--- src/rtl/alu_pkg.sv ---
// Shared definitions for the sequential accumulator ALU: opcodes, FSM states
// and the bit positions of the {V,C,N,Z} flag vector.
package alu_pkg;

    localparam logic [3:0] OP_NOP  = 4'd0;
    localparam logic [3:0] OP_LOAD = 4'd1;
    localparam logic [3:0] OP_ADD  = 4'd2;
    localparam logic [3:0] OP_SUB  = 4'd3;
    localparam logic [3:0] OP_MUL  = 4'd4;
    localparam logic [3:0] OP_AND  = 4'd5;
    localparam logic [3:0] OP_OR   = 4'd6;
    localparam logic [3:0] OP_XOR  = 4'd7;
    localparam logic [3:0] OP_NOT  = 4'd8;
    localparam logic [3:0] OP_CLR  = 4'd9;
    localparam logic [3:0] OP_ON   = 4'd10;
    localparam logic [3:0] OP_OFF  = 4'd11;

    typedef enum logic [1:0] {
        ST_OFF  = 2'd0,
        ST_IDLE = 2'd1,
        ST_MUL  = 2'd2
    } state_t;

    localparam int FLG_Z = 0;
    localparam int FLG_N = 1;
    localparam int FLG_C = 2;
    localparam int FLG_V = 3;

endpackage

--- src/rtl/alu_iter_mult.sv ---
// Iterative shift-add multiplier: one partial-product step per cycle, W steps.
// done/product are valid combinationally during the final step's cycle.
module alu_iter_mult #(
    parameter int W = 8
) (
    input  logic           clk,
    input  logic           rst,
    input  logic           start,
    input  logic [W-1:0]   a,
    input  logic [W-1:0]   b,
    output logic           done,
    output logic [2*W-1:0] product
);
    localparam int CW = $clog2(W + 1);

    logic [2*W-1:0] r_mcand;
    logic [2*W-1:0] r_prod;
    logic [W-1:0]   r_mplier;
    logic [CW-1:0]  r_cnt;
    logic [2*W-1:0] w_prod_next;

    assign w_prod_next = r_prod + (r_mplier[0] ? r_mcand : '0);
    // Exposing the final step's sum lets the owner capture it on the same edge.
    assign done        = (r_cnt == CW'(1));
    assign product     = w_prod_next;

    always_ff @(posedge clk) begin
        // NOTE: sequential state is written with non-blocking assignments only.
        if (rst) begin
            r_mcand  <= '0;
            r_prod   <= '0;
            r_mplier <= '0;
            r_cnt    <= '0;
        end else if (start) begin
            r_mcand  <= {{W{1'b0}}, a};
            r_mplier <= b;
            r_prod   <= '0;
            r_cnt    <= CW'(W);
        end else if (r_cnt != '0) begin
            r_prod   <= w_prod_next;
            r_mcand  <= r_mcand << 1;
            r_mplier <= r_mplier >> 1;
            r_cnt    <= r_cnt - CW'(1);
        end
    end

endmodule

--- src/rtl/alu_seq.sv ---
// Accumulator ALU with valid/ready commands, {V,C,N,Z} flags, an ON/OFF power
// state and a W-cycle iterative multiply.
module alu_seq
    import alu_pkg::*;
#(
    parameter int W   = 8,
    parameter int OPW = 4
) (
    input  logic           clk,
    input  logic           rst,
    input  logic           op_valid,
    output logic           op_ready,
    input  logic [OPW-1:0] opcode,
    input  logic [W-1:0]   din,
    output logic [W-1:0]   acc,
    output logic [3:0]     flags,
    output logic           done,
    output logic           pwr,
    output logic           busy
);
    state_t         r_state;
    logic [W-1:0]   r_acc;
    logic [3:0]     r_flags;
    logic           r_done;
    logic           r_pwr;
    logic           r_busy;

    logic           w_mul_start;
    logic           w_mul_done;
    logic [2*W-1:0] w_product;
    logic [W:0]     w_sum;
    logic [W:0]     w_diff;
    logic           w_wr;
    logic [W-1:0]   w_res;
    logic           w_c;
    logic           w_v;
    logic [3:0]     w_flags;
    logic [3:0]     w_mul_flags;

    assign op_ready    = (r_state != ST_MUL);
    assign w_mul_start = op_valid && (r_state == ST_IDLE) && (opcode == OP_MUL);

    alu_iter_mult #(.W(W)) u_mult (
        .clk     (clk),
        .rst     (rst),
        .start   (w_mul_start),
        .a       (r_acc),
        .b       (din),
        .done    (w_mul_done),
        .product (w_product)
    );

    always_comb begin
        // NOTE: every output gets a default first so no latch is inferred.
        w_sum  = {1'b0, r_acc} + {1'b0, din};
        w_diff = {1'b0, r_acc} - {1'b0, din};
        w_wr   = 1'b1;
        w_res  = r_acc;
        w_c    = 1'b0;
        w_v    = 1'b0;
        case (opcode)
            OP_LOAD: w_res = din;
            OP_ADD: begin
                w_res = w_sum[W-1:0];
                w_c   = w_sum[W];
                w_v   = (r_acc[W-1] == din[W-1]) && (w_sum[W-1] != r_acc[W-1]);
            end
            OP_SUB: begin
                w_res = w_diff[W-1:0];
                w_c   = w_diff[W];
                w_v   = (r_acc[W-1] != din[W-1]) && (w_diff[W-1] != r_acc[W-1]);
            end
            OP_AND:  w_res = r_acc & din;
            OP_OR:   w_res = r_acc | din;
            OP_XOR:  w_res = r_acc ^ din;
            OP_NOT:  w_res = ~r_acc;
            OP_CLR:  w_res = '0;
            default: w_wr  = 1'b0;
        endcase

        w_flags        = '0;
        w_flags[FLG_Z] = (w_res == '0);
        w_flags[FLG_N] = w_res[W-1];
        w_flags[FLG_C] = w_c;
        w_flags[FLG_V] = w_v;

        w_mul_flags        = '0;
        w_mul_flags[FLG_Z] = (w_product[W-1:0] == '0);
        w_mul_flags[FLG_N] = w_product[W-1];
        w_mul_flags[FLG_C] = (w_product[2*W-1:W] != '0);
    end

    always_ff @(posedge clk) begin
        if (rst) begin
            r_state <= ST_IDLE;
            r_acc   <= '0;
            r_flags <= '0;
            r_done  <= 1'b0;
            r_pwr   <= 1'b1;
            r_busy  <= 1'b0;
        end else begin
            r_done <= 1'b0;
            case (r_state)
                ST_IDLE: begin
                    if (op_valid) begin
                        if (opcode == OP_MUL) begin
                            r_state <= ST_MUL;
                            r_busy  <= 1'b1;
                        end else begin
                            r_done <= 1'b1;
                            if (opcode == OP_OFF) begin
                                r_state <= ST_OFF;
                                r_pwr   <= 1'b0;
                            end
                            if (w_wr) begin
                                r_acc   <= w_res;
                                r_flags <= w_flags;
                            end
                        end
                    end
                end
                ST_MUL: begin
                    if (w_mul_done) begin
                        r_acc   <= w_product[W-1:0];
                        r_flags <= w_mul_flags;
                        r_done  <= 1'b1;
                        r_state <= ST_IDLE;
                        r_busy  <= 1'b0;
                    end
                end
                ST_OFF: begin
                    // Anything other than ON is accepted here and dropped.
                    if (op_valid && (opcode == OP_ON)) begin
                        r_state <= ST_IDLE;
                        r_pwr   <= 1'b1;
                        r_done  <= 1'b1;
                    end
                end
                default: r_state <= ST_IDLE;
            endcase
        end
    end

    assign acc   = r_acc;
    assign flags = r_flags;
    assign done  = r_done;
    assign pwr   = r_pwr;
    assign busy  = r_busy;

endmodule

--- config.mk ---
export PLATFORM = sky130hd
export DESIGN_NAME = alu_seq
export DESIGN_NICKNAME = d
export VERILOG_FILES = /design/src/rtl/alu_pkg.sv /design/src/rtl/alu_iter_mult.sv /design/src/rtl/alu_seq.sv
export SDC_FILE = /design/constraint.sdc
export NUM_CORES = 1
export LEC_CHECK = 0
export ABC_CLOCK_PERIOD_IN_PS = 7900
export CAP_MARGIN = 20
export CORE_ASPECT_RATIO = 0.6
export CORE_MARGIN = 2
export CORE_UTILIZATION = 60
export CTS_BUF_LIST = sky130_fd_sc_hd__clkbuf_8
export DETAILED_ROUTE_END_ITERATION = 10
export PLACE_DENSITY_LB_ADDON = 0.12
export SYNTH_ARGS = -nofsm -noshare
export SYNTH_HDL_FRONTEND = slang
export SYNTH_SLANG_ARGS = --single-unit
--- constraint.sdc ---
create_clock -name clk -period 7.9 [get_ports clk]
set_clock_uncertainty 0.1 [all_clocks]
set_input_delay 1.185 -clock clk [delete_from_list [all_inputs] [get_ports clk]]
set_output_delay 1.185 -clock clk [all_outputs]
set_load 0.02 [all_outputs]
## Yosys cells after proc, flatten, opt, wreduce, memory -nomap -nowiden

Index checks and enable logic that the tools add are counted.

| word-level totals | value |
|---|---|
| bits in registers | 61 |
| bits of input ports | 15 |
| output and inout bits | 16 |
| word-level logic and storage cells | 107 |

| cells by class | value |
|---|---|
| add/sub/neg operators | 4 |
| eq/ne operators | 27 |
| mux-type cells | 41 |
| bitwise logic cells | 4 |
| reductions and logical operators | 19 |

Operator list:

| operator | count |
|---|---|
| $mux 8 | 8 |
| $pmux 8 s8 | 1 |
| $mux 4 | 6 |
| $add 16x16->16 | 1 |
| $eq 4x3->1 const B | 4 |
| $eq 4x4->1 const B | 4 |
| $logic_not 8->1 | 2 |
| $mux 16 | 1 |
| $pmux 8 s2 | 1 |
| $mux 1 | 12 |
| $mux 2 | 5 |
| $ne 2x2->1 const B | 5 |
| $reduce_and 5->1 | 2 |
| $add 8x8->9 | 1 |
| $sub 8x8->9 | 1 |
| $and 8x8->8 | 1 |
| $eq 4x1->1 const B | 2 |
| $eq 4x2->1 const B | 2 |
| $not 8->8 | 1 |
| $or 8x8->8 | 1 |
| $pmux 1 s2 | 4 |
| $pmux 4 s2 | 1 |
| $reduce_and 4->1 | 2 |
| $reduce_bool 8->1 | 1 |
| other kinds (16) | 26 |

## Longest topological paths before layout

Gate-level depths: netlist (run 1).

| depth | value |
|---|---|
| depth in word-level cells | 8 |
| mapped depth | 13 |
| depth with buffers taken out | 12 |

## Hierarchy

Synthesis (run 1) repeated with hierarchy kept, for this count alone.

| second synthesis, totals | value |
|---|---|
| cells, all modules | 693 |
| area total of the unflattened synthesis | 5076.1 µm² |

By module, submodules not included:

| module | instances | cells an instance | area an instance (µm²) | seq. area each (µm²) |
|---|---|---|---|---|
| alu_iter_mult | 1 | 375 | 2808.9 | 880.8 |
| alu_seq | 1 | 318 | 2267.2 | 320.3 |

## Worst setup path after synthesis (run 1)

Ideal clock, no wire load.

| timing path | value |
|---|---|
| path type | input -> register |
| start | input din[0] |
| end | register r_flags[0] (netlist: flags[0]) |
| library setup time | 0.073 ns |
| arrival | 3.269 ns |
| data required time | 7.727 ns |
| setup slack | 4.459 ns |
| stages on the path | 9 |
| path buffers | 0 |
| cells stage by stage | ha_1 > fa_1 > a21o_1 > a21oi_2 > xor2_1 > o22ai_1 > o32a_1 > or4_1 > o22ai_2 |

| on the way | value |
|---|---|
| cells in the longest elaborated chain, start to end | 7 |
| elaborated cells between the ends (all ways) | 11 |
| those cells by class | add/sub: 2; mux: 5; bitwise: 3; reduce/logical: 1 |

Ends and longest elaborated chain:

| item | RTL line | source |
|---|---|---|
| start: declaration | alu_seq.sv:14 | `input logic [W-1:0] din,` |
| $sub 8x8->9 (tied with other cells) | alu_seq.sv:56 | `w_diff = {1'b0, r_acc} - {1'b0, din};` |
| $pmux 8 s8 (*) | alu_seq.sv:61 | `case (opcode)` |
| $logic_not 8->1 (*) | alu_seq.sv:82 | `w_flags[FLG_Z] = (w_res == '0);` |
| $mux 4 (*) | alu_seq.sv:115 | `if (w_wr) begin` |
| $mux 4 (*) | alu_seq.sv:106 | `if (opcode == OP_MUL) begin` |
| $mux 4 (*) | alu_seq.sv:105 | `if (op_valid) begin` |
| $pmux 4 s2 (*) | alu_seq.sv:103 | `case (r_state)` |
| end signal: assignment | alu_seq.sv:117 | `r_flags <= w_flags;` |
| end signal: assignment | alu_seq.sv:125 | `r_flags <= w_mul_flags;` |
| end: declaration | alu_seq.sv:23 | `logic [3:0] r_flags;` |

Mark *: on every way between the ends. The rest lies on a longest branch, timed or not. The select of a mux whose other input is x is not followed.
A chain may end at the register's enable or synchronous reset.

## Worst setup path in the final report (run 1)

| timing path | value |
|---|---|
| start | input opcode[0] |
| end | register r_acc[5] (netlist: acc[5]) |

| on the way | value |
|---|---|
| cells in the longest elaborated chain, start to end | 6 |
| elaborated cells between the ends (all ways) | 19 |
| those cells by class | eq/ne: 11; mux: 6; reduce/logical: 2 |

Ends and longest elaborated chain:

| item | RTL line | source |
|---|---|---|
| start: declaration | alu_seq.sv:13 | `input logic [OPW-1:0] opcode,` |
| $eq 4x4->1 (tied with other cells) | alu_seq.sv:61 |  |
| $pmux 8 s8 | alu_seq.sv:61 |  |
| $mux 8 | alu_seq.sv:115 |  |
| $mux 8 | alu_seq.sv:106 |  |
| $mux 8 | alu_seq.sv:105 |  |
| $pmux 8 s2 | alu_seq.sv:103 |  |
| end signal: assignment | alu_seq.sv:116 | `r_acc <= w_res;` |
| end signal: assignment | alu_seq.sv:124 | `r_acc <= w_product[W-1:0];` |
| end: declaration | alu_seq.sv:22 | `logic [W-1:0] r_acc;` |

Parallel ways exist; a longest one is shown, timed or not. The select of a mux whose other input is x is not followed.

==> impl_metrics.ini, run 1 <==
[place]
gp_congestion = 0.9999
dp_hpwl_um = 10180
port_buffers = 30
place_inst = 768
placed_area_mm2 = 0.005184

[route]
vias = 5012
drc = 0
wl_per_cell_um = 17.44
finalWirelength_um = 13690
ant_nets = 0
drt_pass1_iterations = 5
via_per_inst = 6.385
drt_iter0_drc = 728

[floorplanning]
fp.dieH_um = 74.21
die_w_um = 121.0
die_area_mm2 = 0.008979
design.core.area_mm2 = 0.007914
num_rows = 25
boundaryPins = 31
start_util_pct = 62.28

[timing]
rsz0062_at_grt = false
period_share_pct = 53.41
slew_violations = 0
timing.hold.ws_ns = 0.3583
setup_violations = 0
max_freq_mhz = 237.0
fin_crit_ns = 4.219
worst_pin_slew_ns = 1.092
timing.setup.tns_ns = 0
relSlewSlack_pct = 26.99
hold_violations = 0

[yosys]
synthesis.area_mm2 = 0.004928
ys_ff_latch = 60
synth_edf_count = 0
ys.warnings.count = 0
synth-seq-area-share_pct = 24.37
synth.distinct_cells = 72
syn_nets = 725
synthCells = 665
syn_area_per_cell_um2 = 7.411
ys.flop_type = dfxtp_1
async_reset_ff_share_pct = 0

[global_route]
grt_util_met2_pct = 43.26
grt_pass1_wl_um = 22060
met3_usage_pct = 7.362
overflow = 0
top_usage_layer = met1
grt_use_met1_pct = 48.25
antenna_found_initial = 0
grt_max_degree = 42
grt_use_total_pct = 31.14
grt_pass1_vias = 4348

[worst_hold_path]
min_to = u_mult.r_prod[11]
hp-start = u_mult.r_prod[11]
hold-path-cell-count = 2
hold_class = flop to flop

[clock_tree]
clkSinkCount = 60
path_clk_slew_ns = 0.07
cts_tree = done
ctsResizeCount = 0
insertion_delay_ns = 0.35
clockBufferDepth = 2
clockRootBuffer = clkbuf_8
postCtsSetupBuffers = 0
cts_buffers = 9
cts_htree_levels = 3
hold_buffers = 0

[worst_setup_path]
worst-path-buf-inv = 1
end_kind = flop
r2r_end = flags[2]
slowest_delay_ns = 1.19
worstPathRequired_ns = 8.05
r2r_cells = 12
critPathMostFrequentCell = nand2_1
cp.arrival_ns = 4.37
r2r-start = u_mult.r_mplier[0]
cp_top_family = buffers and inverters
cp_slowest_cell = clkdlybuf4s50_1
path_depth = 7
cp_max_fo = 31
crit_type = primary input to flop
reg2reg_slack_ns = 4.41
startpoint_type = primary input
crit_chain = clkdlybuf4s50_1 -> nand2_1 -> nor3_1 -> a31oi_1 -> a311oi_1 -> nand2_1 -> a221oi_1

[power_and_ir_drop]
power_mw = 0.9801
power_density_mw_per_mm2 = 181.6
p_leak_nw = 2.107
vdd_drop_max_mv = 0.1047

[finish]
fin_area_mm2 = 0.005398
layout.cells.non_filler = 785
layout-drive-gt1-share_pct = 6.499
diodes = 0
syn2layout_area_growth_pct = 9.520
fin_nets = 732

[status]
status = completed

[flow_run]
drv_cap = 0
==> Yosys cell counts (16+ instances only) <==
cell        n  share of area [%]
nand2_1   113                8.6
inv_1      29                2.2
a21oi_1    66                6.7
a311oi_1   18                3.2
ha_1       42                 11
nand3_1    16                1.6
o21ai_0    25                2.5
nor2_1     65                5.0
nor3_1     18                1.8
dfxtp_1    60                 24
and2_1     16                2.0
clkbuf_1   16                1.2
==> worst register-to-register path, cell delays in order, from the launching register on <==
cell and delay, ns:
dfxtp_1 0.73, and2_1 0.23, ha_1 0.21, inv_1 0.07
fa_1 0.41, nor2b_1 0.20, o31ai_2 0.11, a21oi_1 0.25
a21oi_1 0.13, xnor2_1 0.20, a2111o_1 0.41, nor4_1 0.23
a31oi_1 0.11
==> area by class of cell <==
cell class | instances | area (µm²)
clock buffers | 11 | 151.4
flip-flops and latches | 60 | 1201
fillers | 675 | 2516
repair buffers | 36 | 349.1
multi-input cells | 533 | 3390
clock inverters | 5 | 51.30
well taps | 108 | 135.1
inverters | 32 | 120.1
==> where the power goes <==
part / internal [mW] / switching (mW)
clock: 0.161 / 0.124
sequential: 0.325 / 0.0229
combinational: 0.115 / 0.233
total: 0.600 / 0.380
==> cells by family after synthesis <==
logic type      synth area share, %
simple gates                  25.62
flops                         24.37
xor+xnor                      3.021
compound gates                27.44
mux                          0.8124
fa+ha+maj                     11.88
buf+inv                       6.854
==> through the flow <==
stage / worst slack (ns) / utilization [%]
after floorplan: 4.459 / -
after global placement: 3.577 / 65.50
after detailed placement: 3.476 / 65.50
after CTS: 3.825 / 68.06
after global routing: 3.454 / 68.21
final: 3.681 / 68.21
==> layout by cell type, fill, tap and decap left out, types with 11 or more instances in the layout <==
master | synthesis | routed
and2_1 | 16 | 16
nor3_1 | 18 | 18
o21ai_0 | 25 | 25
nand3_1 | 16 | 16
a311oi_1 | 18 | 18
clkdlybuf4s50_1 | 0 | 30
xnor2_1 | 12 | 12
inv_1 | 29 | 30
nor2_1 | 65 | 65
clkbuf_8 | 0 | 11
dfxtp_1 | 60 | 60
nand2_1 | 113 | 113
a21oi_1 | 66 | 66
ha_1 | 42 | 42
==> sequential cells by signal (all words and copies together), names as in the netlist <==
signal	flops
acc	7
pwr	1
done	1
u_mult.r_cnt	4
u_mult.r_mplier	8
u_mult.r_prod	16
r_state	2
flags	4
u_mult.r_mcand	16
busy	1
==> how the worst max path moves through the flow <==
stage / slack (ns) / from / endpoint
detailed placement: 3.48 / opcode[0] / acc[5]
CTS: 3.83 / opcode[0] / acc[5]
floorplan: 4.46 / din[0] / flags[0]
global placement: 3.58 / opcode[0] / acc[5]
finish: 3.68 / opcode[0] / acc[5]
global route: 3.45 / opcode[0] / acc[2]
==> layer usage <==
metal  vias up  wire [µm]
li1       2370          -
met1      2369       6960
met2       250       5268
met3        23       1314
met4         0        146
met5         -          0
Note: power is estimated with default switching activity, not from simulation.
==> run 2, diff against run 1 <==
--- a/config.mk
+++ b/config.mk
@@ -5,7 +5,7 @@
 export SDC_FILE = /design/constraint.sdc
 export NUM_CORES = 1
 export LEC_CHECK = 0
-export ABC_CLOCK_PERIOD_IN_PS = 7900
+export ABC_CLOCK_PERIOD_IN_PS = 4200
 export CAP_MARGIN = 20
 export CORE_ASPECT_RATIO = 0.6
 export CORE_MARGIN = 2
==> constraint.sdc (replaced) <==
create_clock -name clk -period 4.2 [get_ports clk]
set_clock_uncertainty 0.1 [all_clocks]
set_input_delay 0.63 -clock clk [delete_from_list [all_inputs] [get_ports clk]]
set_output_delay 0.63 -clock clk [all_outputs]
set_load 0.02 [all_outputs]
==> run 2 against run 1 <==
Effect of this change: cell area increased by 1.3%; utilization increased by 0.89 points; combinational power increased by 93%; setup slack got worse by 3.0 ns; critical path type is now flop to flop; sequential power increased by 89%; register-to-register slack got worse by 3.7 ns; largest cell class unchanged; power increased by 95%; sequential share of layout area decreased by 0.29 points.
==> impl_metrics.ini, run 2 (same netlist as run 1, synthesis figures left out) <==
[floorplanning]
boundaryPins = 31
num_rows = 25
design.core.area_mm2 = 0.007914
fp.dieH_um = 74.21
die_w_um = 121.0
start_util_pct = 62.28
die_area_mm2 = 0.008979

[clock_tree]
cts_buffers = 9
ctsResizeCount = 0
path_clk_slew_ns = 0.07
cts_tree = done
clockBufferDepth = 2
clockRootBuffer = clkbuf_8
cts_htree_levels = 3
clkSinkCount = 60
insertion_delay_ns = 0.36
postCtsSetupBuffers = 0
hold_buffers = 0

[finish]
fillers = 698
fin_area_mm2 = 0.005468
multi_input_area_mm2 = 0.003390
final_cell_mix = nand2_1 (113), a21oi_1 (66), nor2_1 (65)
layout-drive-gt1-share_pct = 7.591
syn2layout_area_growth_pct = 10.94
final_common_cell = nand2_1
diodes = 0
fin_nets = 740
reg_top3 = u_mult.r_mcand: 16 flops, u_mult.r_prod: 16 flops, u_mult.r_mplier: 8 flops
ff_latch_area_mm2 = 0.001201

[worst_setup_path]
cp.arrival_ns = 3.68
end_kind = flop
crit_type = flop to flop
worstPathRequired_ns = 4.35
startpoint_type = flop
cp_max_fo = 17

[global_route]
overflow = 0
grt_pass1_vias = 4554
grt_max_degree = 33
grt_use_total_pct = 32.79
grt_pass1_wl_um = 23070
antenna_found_initial = 0

[place]
gp_congestion = 0.9346
port_buffers = 30
dp_hpwl_um = 10550
placed_area_mm2 = 0.005251

[timing]
hold_violations = 0
slew_violations = 0
timing.setup.tns_ns = 0
period_share_pct = 84.22
fin_crit_ns = 3.537
rsz0062_at_grt = false
worst_pin_slew_ns = 0.7717
setup_violations = 0
relSlewSlack_pct = 48.55
max_freq_mhz = 282.7

[power_and_ir_drop]
vdd_drop_max_mv = 0.2474
power_density_mw_per_mm2 = 350.1
p_leak_nw = 2.156

[worst_hold_path]
hold_class = flop to flop

[route]
drt_iter0_drc = 604
via_per_inst = 6.308
vias = 5002
drc = 0
finalWirelength_um = 14090
ant_nets = 0
wl_per_cell_um = 17.77
drt_pass1_iterations = 5

[status]
status = completed

[flow_run]
drv_cap = 0
==> run 2: cell types whose count changed in the layout (fill, tap and decap cells not counted), sizes merged <==
| cell | previous run | this run |
|---|---|---|
| buf | 6 | 14 |
| bufinv | 1 | 2 |
| clkbuf | 11 | 10 |
| clkinv | 2 | 3 |
| clkinvlp | 1 | 0 |
==> run 2: cell type report <==
type	instances	area share, %
multi-input cells	533	61.99
flip-flops and latches	60	21.97
well taps	108	2.471
repair buffers	44	7.414
clock inverters	6	1.442
inverters	32	2.197
clock buffers	10	2.517
==> run 2: stage by stage <==
step           power, mW  setup WS [ns]  hold WS [ns]  instances  util [%]
2_1_floorplan      1.147          1.265        0.3321        665         -
3_3_place_gp       1.298         0.6204        0.3410        777     66.36
3_5_place_dp       1.316         0.5363        0.3553        777     66.36
4_1_cts            1.903         0.7356        0.3640        793     69.09
5_1_grt            2.016         0.4521        0.3846        793     69.09
6_report           1.914         0.6627        0.3603        793     69.09
==> run 2: per-layer routing <==
metal / wire length [µm] / global-route usage (%)
met4: 94 / 7.235
met1: 6820 / 49.30
met2: 5633 / 46.44
met5: 0 / 0
met3: 1542 / 8.896
==> run 2: worst paths after layout <==
kind	start	slack, ns	endpoint	cells after the start
setup / recovery	u_mult.r_mplier[0]	0.66	flags[2]	12
hold / removal	u_mult.r_prod[14]	0.36	u_mult.r_prod[14]	2
setup reg to reg	u_mult.r_mplier[0]	0.66	flags[2]	12
hold reg to reg	u_mult.r_prod[14]	0.36	u_mult.r_prod[14]	2
==> run 2: report_power, final <==
| group | internal [mW] | switching (mW) |
|---|---|---|
| Sequential | 0.611 | 0.0454 |
| Combinational | 0.220 | 0.452 |
| Clock | 0.345 | 0.242 |
==> run 2: worst max-delay path: stages (launching register included) <==
cell      delay, ns
dfxtp_1        0.73
and2_1         0.23
ha_1           0.23
inv_1          0.07
fa_1           0.41
nor2b_1        0.19
o31ai_2        0.11
a21oi_1        0.25
a21oi_1        0.13
xnor2_1        0.21
a2111o_1       0.42
nor4_1         0.23
a31oi_1        0.11
==> run 3, diff against run 2 <==
--- a/config.mk
+++ b/config.mk
@@ -5,7 +5,7 @@
 export SDC_FILE = /design/constraint.sdc
 export NUM_CORES = 1
 export LEC_CHECK = 0
-export ABC_CLOCK_PERIOD_IN_PS = 4200
+export ABC_CLOCK_PERIOD_IN_PS = 3500
 export CAP_MARGIN = 20
 export CORE_ASPECT_RATIO = 0.6
 export CORE_MARGIN = 2
==> constraint.sdc (replaced) <==
create_clock -name clk -period 3.5 [get_ports clk]
set_clock_uncertainty 0.1 [all_clocks]
set_input_delay 0.525 -clock clk [delete_from_list [all_inputs] [get_ports clk]]
set_output_delay 0.525 -clock clk [all_outputs]
set_load 0.02 [all_outputs]
==> run 3 against run 2 <==
Effect of this change: cell area is 0.62% higher; count of clock-buffer cells in the layout is 2 higher; clock power shrank 3%; combinational power increased by 24%; largest power group unchanged.
==> impl_metrics.ini, run 3 (same netlist as run 1, synthesis figures left out) <==
[timing]
rsz0062_at_grt = false
hold_violations = 0
relSlewSlack_pct = 31.78
setup_violations = 0
worst_pin_slew_ns = 1.021
period_share_pct = 91.10
fin_crit_ns = 3.189
slew_violations = 0
max_freq_mhz = 313.6
timing.setup.tns_ns = 0

[floorplanning]
boundaryPins = 31
fp.dieH_um = 74.21
die_area_mm2 = 0.008979
num_rows = 25
design.core.area_mm2 = 0.007914
die_w_um = 121.0
start_util_pct = 62.28

[route]
finalWirelength_um = 14630
drt_iter0_drc = 697
wl_met1_um = 6972
dr_wl_met3_um = 1546
highest_layer = met4
vias = 5148
ant_nets = 0
via_per_inst = 6.427
dr_wl_met2_um = 5886
wl_per_cell_um = 18.26
drc = 0
drt_pass1_iterations = 5

[worst_setup_path]
r2r-start = u_mult.r_mcand[0]
crit_type = flop to flop
r2r_cells = 12
crit_chain = and2_1 -> ha_1 -> inv_1 -> fa_1 -> nor2b_1 -> o31ai_2 -> a21oi_1 -> a21oi_1 -> xnor2_1 -> a2111o_1 -> nor4_1 -> a31oi_1
cp_slowest_cell = fa_1
path_depth = 12
cp_max_fo = 3
end_kind = flop
critPathMostFrequentCell = a21oi_1
reg2reg_slack_ns = 0.31
slowest_delay_ns = 0.41
cp_top_family = compound AO/OA/AOI/OAI gates
worst-path-buf-inv = 1
startpoint = u_mult.r_mcand[0]
cp.arrival_ns = 3.30
critPathCapture = flags[2]
r2r_end = flags[2]
startpoint_type = flop
worstPathRequired_ns = 3.61

[clock_tree]
ctsResizeCount = 0
clockBufferDepth = 2
clockRootBuffer = clkbuf_8
cts_tree = done
clkSinkCount = 60
cts_htree_levels = 3
insertion_delay_ns = 0.35
postCtsSetupBuffers = 0
cts_buffers = 9
path_clk_slew_ns = 0.06
hold_buffers = 0

[worst_hold_path]
hold-path-cell-count = 2
hold_class = flop to flop

[flow_run]
drv_cap = 0

[finish]
reg_top3 = u_mult.r_mcand: 16 flops, u_mult.r_prod: 16 flops, u_mult.r_mplier: 8 flops
final_cell_mix = nand2_1 (113), a21oi_1 (66), nor2_1 (65)
final_common_cell = nand2_1
fin_area_mm2 = 0.005502
syn2layout_area_growth_pct = 11.63
layout.cells.non_filler = 801
diodes = 0
layout-drive-gt1-share_pct = 8.802
fin_nets = 750

[place]
place_inst = 787
port_buffers = 30
dp_hpwl_um = 10850
placed_area_mm2 = 0.005326
gp_congestion = 1.019

[power_and_ir_drop]
pwr-share-comb_pct = 38.2
p_int_mw = 1.312
p_sw_mw = 0.8664
power_density_mw_per_mm2 = 395.9
vdd_drop_max_mv = 0.3335
p_leak_nw = 2.182
seqPwrFrac_pct = 35.8
power_mw = 2.178
switching_share_pct = 39.78
clockPowerShare_pct = 26.0

[global_route]
antenna_found_initial = 0
grt_use_total_pct = 33.79
grt_pass1_wl_um = 23830
grt_max_degree = 42
overflow = 0
grt_pass1_vias = 4645

[status]
status = completed
[run 3: changes by cell type in the layout (fill, tap and decap cells not counted), sizes merged]
cell    change
inv         -1
bufinv      -2
clkinv      -1
buf        +10
clkbuf      +2
[run 3: layout make-up]
class	instances	area [µm²]
Multi-Input combinational cell	533	3390
Sequential cell	60	1201
Tap cell	108	135.1
Clock buffer	12	165.2
Fill cell	667	2412
Timing Repair Buffer	54	480.5
Inverter	32	120.1
Clock inverter	2	10.01
[run 3: stage by stage]
step                hold slack (ns)  util [%]  worst slack, ns
floorplan                    0.3321         -           0.5655
global placement             0.3423     67.30           0.1064
global route                 0.3774     69.52           0.1744
detailed placement           0.3544     67.30          0.06996
finish                       0.3577     69.52           0.3114
CTS                          0.3634     69.52           0.3711
[run 3: worst min path at each step]
stage               slack, ns                from            endpoint
CTS                      0.36  u_mult.r_mcand[15]  u_mult.r_mcand[15]
detailed placement       0.35    u_mult.r_prod[8]    u_mult.r_prod[8]
floorplan                0.33  u_mult.r_mcand[15]  u_mult.r_mcand[15]
global placement         0.34   u_mult.r_prod[11]   u_mult.r_prod[11]
finish                   0.36    u_mult.r_prod[0]    u_mult.r_prod[0]
global route             0.38    u_mult.r_prod[0]    u_mult.r_prod[0]
[run 3: worst reg2reg max path, cell delays in order, from the launching register on]
cell,delay [ns]
dfxtp_1,0.37
and2_1,0.14
ha_1,0.22
inv_1,0.07
fa_1,0.41
nor2b_1,0.20
o31ai_2,0.11
a21oi_1,0.24
a21oi_1,0.14
xnor2_1,0.21
a2111o_1,0.41
nor4_1,0.31
a31oi_1,0.14
[run 3: metal layers]
layer | vias up | global-route usage (%)
met2 | 308 | 48.25
met4 | 0 | 9.302
met3 | 31 | 6.365
met5 | - | 0
met1 | 2391 | 51.56
li1 | 2418 | -
[run 3: power by group through the flow]
stage	Clock [mW]	Sequential [mW]	Combinational [mW]
after floorplan	0	0.794	0.583
after global routing	0.604	0.785	0.905
after detailed placement	0	0.794	0.804
after global placement	0	0.790	0.781
after CTS	0.572	0.779	0.812
final	0.567	0.780	0.831
